[config.mk]
export PLATFORM = sky130hd
export DESIGN_NAME = run_controller
export DESIGN_NICKNAME = d
export VERILOG_FILES = /design/src/rtl/run_controller.sv
export SDC_FILE = /design/constraint.sdc
export NUM_CORES = 1
export LEC_CHECK = 0
export CORE_UTILIZATION = 43
export CTS_CLUSTER_SIZE = 8
export DETAILED_ROUTE_END_ITERATION = 6
export PLACE_DENSITY = 0.87
export SYNTH_ARGS = -nofsm -noshare
export SYNTH_HDL_FRONTEND = slang
export SYNTH_SLANG_ARGS = --single-unit
[constraint.sdc]
create_clock -name clock -period 3.8 [get_ports clock]
set_input_delay 0.76 -clock clock [delete_from_list [all_inputs] [get_ports clock]]
set_output_delay 0.76 -clock clock [all_outputs]
set_load 0.01 [all_outputs]
[src/rtl/run_controller.sv]
`default_nettype none
// ============================================================================
//  Module   : run_controller
//  Purpose  : Drives the processor control pins (addr, wr, wdata, working,
//             rID). It loads a program image from a valid/ready stream, runs
//             the core until it halts or times out, waits for the pipeline to
//             drain, then streams r0..r(NREG-1) out over a valid/ready port.
//  Options  : RUN_CTRL_CYCLE_COUNT_EN - adds run_cycles[15:0], the number of
//             cycles p_working was high in the most recent RUN.
//  Revision : 1.0 - initial release
// ============================================================================
module run_controller #(
    parameter int ADDR_W  = 5,
    parameter int TIMEOUT = 150,
    parameter int NREG    = 8
) (
    input  logic              clock,
    input  logic              reset,
    input  logic              start,
    input  logic [ADDR_W:0]   prog_len,
    input  logic              ld_valid,
    input  logic [31:0]       ld_data,
    output logic              ld_ready,
    output logic [31:0]       p_addr,
    output logic              p_wr,
    output logic [31:0]       p_wdata,
    output logic              p_working,
    output logic [3:0]        p_rID,
    input  logic [31:0]       p_rdata,
    input  logic              p_halted,
    output logic              dump_valid,
    output logic [31:0]       dump_data,
    output logic [3:0]        dump_idx,
    input  logic              dump_ready,
    output logic              busy,
    output logic              timed_out
`ifdef RUN_CTRL_CYCLE_COUNT_EN
    ,output logic [15:0]      run_cycles
`endif
);

    // State encoding
    localparam logic [2:0] S_IDLE  = 3'd0;
    localparam logic [2:0] S_LOAD  = 3'd1;
    localparam logic [2:0] S_RUN   = 3'd2;
    localparam logic [2:0] S_DRAIN = 3'd3;
    localparam logic [2:0] S_DUMP  = 3'd4;
    localparam logic [2:0] S_DONE  = 3'd5;

    // RUN counter only has to reach TIMEOUT-1
    localparam int                c_RUN_W    = (TIMEOUT > 1) ? $clog2(TIMEOUT) : 1;
    localparam logic [c_RUN_W-1:0] c_RUN_LAST = c_RUN_W'(TIMEOUT - 1);
    // Largest program that fits the RAM: 2^ADDR_W words
    localparam logic [ADDR_W:0]   c_LEN_MAX  = {1'b1, {ADDR_W{1'b0}}};
    localparam logic [3:0]        c_LAST_REG = 4'(NREG - 1);
    localparam logic [3:0]        c_RID_IDLE = 4'hF;

    logic [2:0]          r_state;
    logic [ADDR_W:0]     r_len;
    logic [ADDR_W:0]     r_ld_cnt;
    logic [c_RUN_W-1:0]  r_run_cnt;
    logic                r_working;
    logic                r_drain_cnt;
    logic [3:0]          r_rid;
    logic                r_dump_valid;
    logic [31:0]         r_dump_data;
    logic [3:0]          r_dump_idx;
    logic                r_timed_out;
`ifdef RUN_CTRL_CYCLE_COUNT_EN
    logic [15:0]         r_run_cycles;
`endif

    logic                w_in_load;
    logic                w_xfer;
    logic [ADDR_W:0]     w_len_clamped;
    logic [ADDR_W:0]     w_len_m1;

    // A load word transfers whenever the host offers one during LOAD
    assign w_in_load     = (r_state == S_LOAD);
    assign w_xfer        = w_in_load & ld_valid;
    assign w_len_clamped = (prog_len > c_LEN_MAX) ? c_LEN_MAX : prog_len;
    assign w_len_m1      = r_len - 1'b1;

    // RAM write port is driven combinationally so the word lands on the
    // same edge the handshake completes; outside LOAD the address is 0 so
    // the core's PC starts from word 0 when p_working rises.
    assign ld_ready   = w_in_load;
    assign p_wr       = w_xfer;
    assign p_addr     = w_in_load ? {{(32-ADDR_W){1'b0}}, r_ld_cnt[ADDR_W-1:0]} : 32'd0;
    assign p_wdata    = w_xfer ? ld_data : 32'd0;
    assign p_working  = r_working;
    assign p_rID      = r_rid;
    assign dump_valid = r_dump_valid;
    assign dump_data  = r_dump_data;
    assign dump_idx   = r_dump_idx;
    assign busy       = (r_state != S_IDLE);
    assign timed_out  = r_timed_out;
`ifdef RUN_CTRL_CYCLE_COUNT_EN
    assign run_cycles = r_run_cycles;
`endif

    // Sequencer: load -> run -> drain -> dump -> done, with registered outputs
    always_ff @(posedge clock or posedge reset) begin
        if (reset) begin
            r_state      <= S_IDLE;
            r_len        <= '0;
            r_ld_cnt     <= '0;
            r_run_cnt    <= '0;
            r_working    <= 1'b0;
            r_drain_cnt  <= 1'b0;
            r_rid        <= c_RID_IDLE;
            r_dump_valid <= 1'b0;
            r_dump_data  <= 32'd0;
            r_dump_idx   <= 4'd0;
            r_timed_out  <= 1'b0;
`ifdef RUN_CTRL_CYCLE_COUNT_EN
            r_run_cycles <= 16'd0;
`endif
        end else begin
            case (r_state)
                S_IDLE: begin
                    if (start) begin
                        r_len       <= w_len_clamped;
                        r_ld_cnt    <= '0;
                        r_run_cnt   <= '0;
                        r_timed_out <= 1'b0;
                        r_state     <= (prog_len != '0) ? S_LOAD : S_RUN;
                    end
                end

                S_LOAD: begin
                    if (w_xfer) begin
                        r_ld_cnt <= r_ld_cnt + 1'b1;
                        if (r_ld_cnt == w_len_m1) begin
                            r_state <= S_RUN;
                        end
                    end
                end

                S_RUN: begin
                    // First RUN cycle keeps the core stopped with addr=0
                    if (!r_working) begin
                        r_working <= 1'b1;
                        r_run_cnt <= '0;
                    end else if (p_halted || (r_run_cnt == c_RUN_LAST)) begin
                        // A halt on the final allowed cycle is a clean exit
                        r_working   <= 1'b0;
                        r_drain_cnt <= 1'b0;
                        r_timed_out <= ~p_halted;
                        r_state     <= S_DRAIN;
`ifdef RUN_CTRL_CYCLE_COUNT_EN
                        r_run_cycles <= 16'(r_run_cnt) + 16'd1;
`endif
                    end else begin
                        r_run_cnt <= r_run_cnt + 1'b1;
                    end
                end

                S_DRAIN: begin
                    // Two idle cycles let in-flight E/W writes retire
                    if (r_drain_cnt) begin
                        r_rid   <= 4'd0;
                        r_state <= S_DUMP;
                    end else begin
                        r_drain_cnt <= 1'b1;
                    end
                end

                S_DUMP: begin
                    // Invalid cycle doubles as the register-file read settle
                    if (!r_dump_valid) begin
                        r_dump_valid <= 1'b1;
                        r_dump_data  <= p_rdata;
                        r_dump_idx   <= r_rid;
                    end else if (dump_ready) begin
                        r_dump_valid <= 1'b0;
                        if (r_rid == c_LAST_REG) begin
                            r_rid   <= c_RID_IDLE;
                            r_state <= S_DONE;
                        end else begin
                            r_rid <= r_rid + 4'd1;
                        end
                    end
                end

                S_DONE: begin
                    r_state <= S_IDLE;
                end

                default: begin
                    r_state <= S_IDLE;
                end
            endcase
        end
    end

endmodule
`default_nettype wire

* Word-level counts from Yosys, hierarchy flattened
Cells that the tools add are included.
** Cells by class
- $add $sub $neg :: 4
- Magnitude comparators :: 1
- Equality and inequality tests :: 17
- Muxes and demuxes :: 37
- Bitwise gates (word level) :: 3
- Reduce and logical (&&, ||, !) cells :: 16
** Operator list (count)
- $mux W32 :: 1
- $mux W3 :: 9
- $mux W8 :: 3
- $mux W6 :: 3
- $mux W4 :: 4
- $pmux W8 S2 :: 1
- $pmux W3 S5 :: 1
- $ne A2 B2 Y1 const B :: 7
- $pmux W6 S2 :: 1
- $mux W1 :: 9
- $reduce_and A3 Y1 :: 3
- $reduce_and A9 Y1 :: 1
- $add A8 B1 Y8 const B :: 1
- $eq A8 B8 Y1 const B :: 1
- $pmux W4 S2 :: 1
- $reduce_and A4 Y1 :: 2
- $reduce_bool A2 Y1 :: 4
- $add A6 B1 Y6 const B :: 1
- $eq A3 B2 Y1 const B :: 2
- $eq A6 B6 Y1 :: 1
- $gt A6 B6 Y1 const B :: 1
- $reduce_bool A6 Y1 :: 1
- $sub A6 B1 Y6 const B :: 1
- $mux W5 :: 1
- 14 further kinds :: 18
** Word-level totals
- Register bits after elaboration :: 67
- Output and inout bits :: 110
- Logic and storage cells :: 89

* Longest topological paths before layout
- Depth after elaboration :: 5
- Mapped depth :: 10
- Mapped depth without buffers :: 8

* Worst setup path before layout
OpenSTA, ideal clock, no wires.
- Kind :: reg2out
- From :: reg r_state[2]
- To :: out p_wdata[24]
- Data arrival time :: 1.635 ns
- Required time :: 3.040 ns
- Slack :: 1.405 ns
- Cell stages (with the launch flop) :: 10
- Buffers on the path :: 3
- Cell sequence :: dfrtp_1 > buf_2 > nor2_2 > nand2_1 > inv_1 > nand2_1 > inv_1 > buf_2 > clkbuf_1 > and2_1
** On the way
- Cells in the longest elaborated chain, start to end :: 3
** Ends and longest elaborated chain
- start, declared :: RTL line 58 : logic [2:0] r_state;
- start signal, assigned :: RTL line 127 : r_state <= (prog_len != '0) ? S_LOAD : S_RUN;
- $eq A3 B1 Y1 :: RTL line 79 : assign w_in_load = (r_state == S_LOAD);
- net ld_ready :: RTL line 23 : output logic ld_ready,
- $and A1 B1 Y1 :: RTL line 80 : assign w_xfer = w_in_load & ld_valid;
- net p_wr :: RTL line 25 : output logic p_wr,
- $mux W32 :: RTL line 90 : assign p_wdata = w_xfer ? ld_data : 32'd0;
- end, declared :: RTL line 26 : output logic [31:0] p_wdata,
The timed path passes the listed nets, and every way through them passes these cells.

* Final worst setup path
- From :: reg r_state[2]
- To :: out p_wdata[6]
** On the way
- Cells in the longest elaborated chain, start to end :: 3
** Ends and longest elaborated chain (RTL line)
- $eq A3 B1 Y1 :: 79
- $and A1 B1 Y1 :: 80
- $mux W32 :: 90
No other way between the ends.

==> out/results.ini <==
[run_status]
status=completed

[timing]
hold_violations=0
worst_pin_slew_ns=0.966
slew_violations=0
max_slew_margin_pct=35.5
fin_setup_tns_ns=0
fmax_mhz=301
clock_skew_ns=0.00967
setup_viol=0
rsz0062_at_grt=no
min_period_over_period_pct=87.5
min_period_ns=3.33

[detailed_routing]
drt_first_iter_violations=112
drc=0
wire_per_inst_um=14.4
drt_wl_total_mm=8.77
vias=3032
ant_nets=0
via_per_inst=4.96
drt_pass1_iterations=4

[synthesis]
synthArstFlopShare_pct=100
yosysMostFrequentCell=dfrtp_1
yosys.area.top_type_share_pct=44.5
synth-seq-cells=67
postSynthCellCount=345
syn_area_per_cell_um2=10.3
yosysTopAreaCell=dfrtp_1
yosys-top-cells-count=dfrtp_1, mux2_2, and2_1
yosys.cell_types.count=45
synth_area_mm2=0.00354
yosysWarnings=0
yosysSeqAreaShare_pct=47.5
synth_edf_count=0
netlist_top_cells_area=dfrtp_1, mux2_2, and2_1
synth_ff_type=dfrtp_1

[finish]
nets=586
fin_area_mm2=0.00530
nFillCells=624
num_antenna_cells=0
final_layout_size_suffix_gt1_share_pct=13.0
syn2layout_area_growth_pct=49.5

[power_and_ir_drop]
combPwrFrac_pct=42.0
ir_worst_vdd_v=0.000204
power_density_mw_per_mm2=505
p_int_mw=1.76
power_frac_seq_pct=38.8
power_mw=2.67
p_clk_share_pct=19.2
power_leakage_nw=2.35
switching_share_pct=34.1
power_switching_uw=912

[clock_tree]
cts_buffer_depth=2
cts.sink_count=67
cts_made_buffers=9
root_buffer=clkbuf_8
htreeDepth=3
clk_pin_slew_ns=0.07
cts_tree=built
clkLatencyLatePin_ns=0.34

[flow_run]
maxCapViolCount=0

[floorplanning]
die_width_um=92.8
core_mm2=0.00785
io_pins=186
start_util_pct=45.1
fp.dieH_um=92.8
rows=32
dieArea_mm2=0.00860

[setup_path]
cp_data_required_time_ns=3.04
worstPathArrival_ns=2.57
cp-start-kind=flip-flop
r2r-start=r_state[2]
worst-path-max-fanout=34
cp-startpoint=r_state[2]
cp-end-kind=output port
path_class=flip-flop to output port

[grt]
grt_pass1_wl_mm=13.8
antenna_found_initial=0
gr-usage-all-layers_pct=20.6
grt.overflow.total=0
grt_max_degree=37
grt_pass1_vias=3021

[placed_design]
numPortBuffers=158
place_congestion=0.927
dpl.hpwl_mm=6.74
dpl-instance-area_mm2=0.00512

[min_path]
holdCritStartpoint=r_run_cnt[7]
hp-class=flip-flop to flip-flop

sequential cells by signal, summed over array words and instances, names as in the netlist, 3 cells and up:
signal     flops
r_run_cnt      8
r_len          6
p_rID          4
r_state        3
dump_data     32
dump_idx       4
r_ld_cnt       6
what timing repair did:
| action | in CTS | in global routing |
|---|---|---|
| hold buffers | 0 | 0 |
| gates resized for setup | 0 | 1 |
| setup buffers | 0 | 0 |
| endpoints found under the setup margin | 0 | 1 |
worst paths after layout:
kind                           endpoint  slack (ns)  cells after the start
min in group asynchronous  r_run_cnt[7]        0.84                      2
min                        r_run_cnt[7]        0.50                      1
max in group asynchronous      p_rID[3]        2.21                      3
max reg2reg                 r_ld_cnt[5]        1.35                      9
max                          p_wdata[6]        0.47                      7
min reg2reg                r_run_cnt[7]        0.50                      1
power groups by stage:
stage	clock network [mW]	logic, mW	registers (mW)
floorplan	0	0.544	1.05
global placement	0	1.09	1.03
detailed placement	0	1.13	1.05
CTS	0.528	1.13	1.04
global route	0.568	1.22	1.07
finish	0.514	1.12	1.04
kinds of logic (layout without fill, tap and decap cells):
group | count (synthesis) | after routing | share of synthesized area [%]
xor+xnor | 10 | 10 | 2.47
flops | 67 | 67 | 47.5
other cells | 1 | 27 | 0.106
compound gates | 44 | 44 | 7.91
mux | 37 | 37 | 11.7
simple gates | 132 | 132 | 20.3
buf+inv | 49 | 187 | 8.27
fa+ha+maj | 5 | 5 | 1.77
layout make-up:
type                    count  area [µm²]  share of cell area (%)
clock inverters             5        30.0                   0.567
inverters                  11        45.0                   0.850
flip-flops and latches     67        1680                    31.8
multi-input cells         255        1670                    31.5
clock buffers              10         138                    2.60
well taps                 102         128                    2.41
repair buffers            161        1600                    30.3
through the flow:
step	hold WS (ns)	setup slack (ns)	utilization [%]	instances
after global routing	0.502	0.266	67.5	611
after detailed placement	0.476	0.404	65.3	596
after CTS	0.492	0.263	67.4	611
final	0.498	0.474	67.5	611
after floorplan	0.449	1.36	-	371
after global placement	0.474	0.470	65.3	596
layout by cell type, fill, tap and decap left out, types with 4 or more instances in the layout:
cell type / instances
dfrtp_1: 63
clkdlybuf4s50_1: 158
mux2_2: 36
o31ai_1: 5
o21ai_0: 15
nor3_1: 5
nand3b_1: 6
inv_1: 9
ha_1: 5
dfstp_2: 4
and2_1: 34
nand3_1: 9
nand2_1: 30
conb_1: 27
clkbuf_8: 10
xor2_1: 7
a21oi_1: 10
nor2b_1: 5
and3_1: 8
nor2_1: 17
worst max-delay path, cell delays in order, from the launching register on:
cell	delay [ns]
dfrtp_1	0.49
nor2_2	0.27
nand2_1	0.11
inv_1	0.17
nand2_1	0.15
clkinvlp_4	0.31
and2_1	0.18
clkdlybuf4s50_1	0.54
layer usage:
metal | track usage (%) | share of wire (%) | vias up
met4 | 8.97 | 2.0 | 0
met1 | 22.4 | 39 | 1417
li1 | - | - | 1452
met3 | 4.68 | 6.7 | 17
met5 | 0 | 0 | -
met2 | 38.1 | 52 | 146
(Power assumes the default switching activity.)
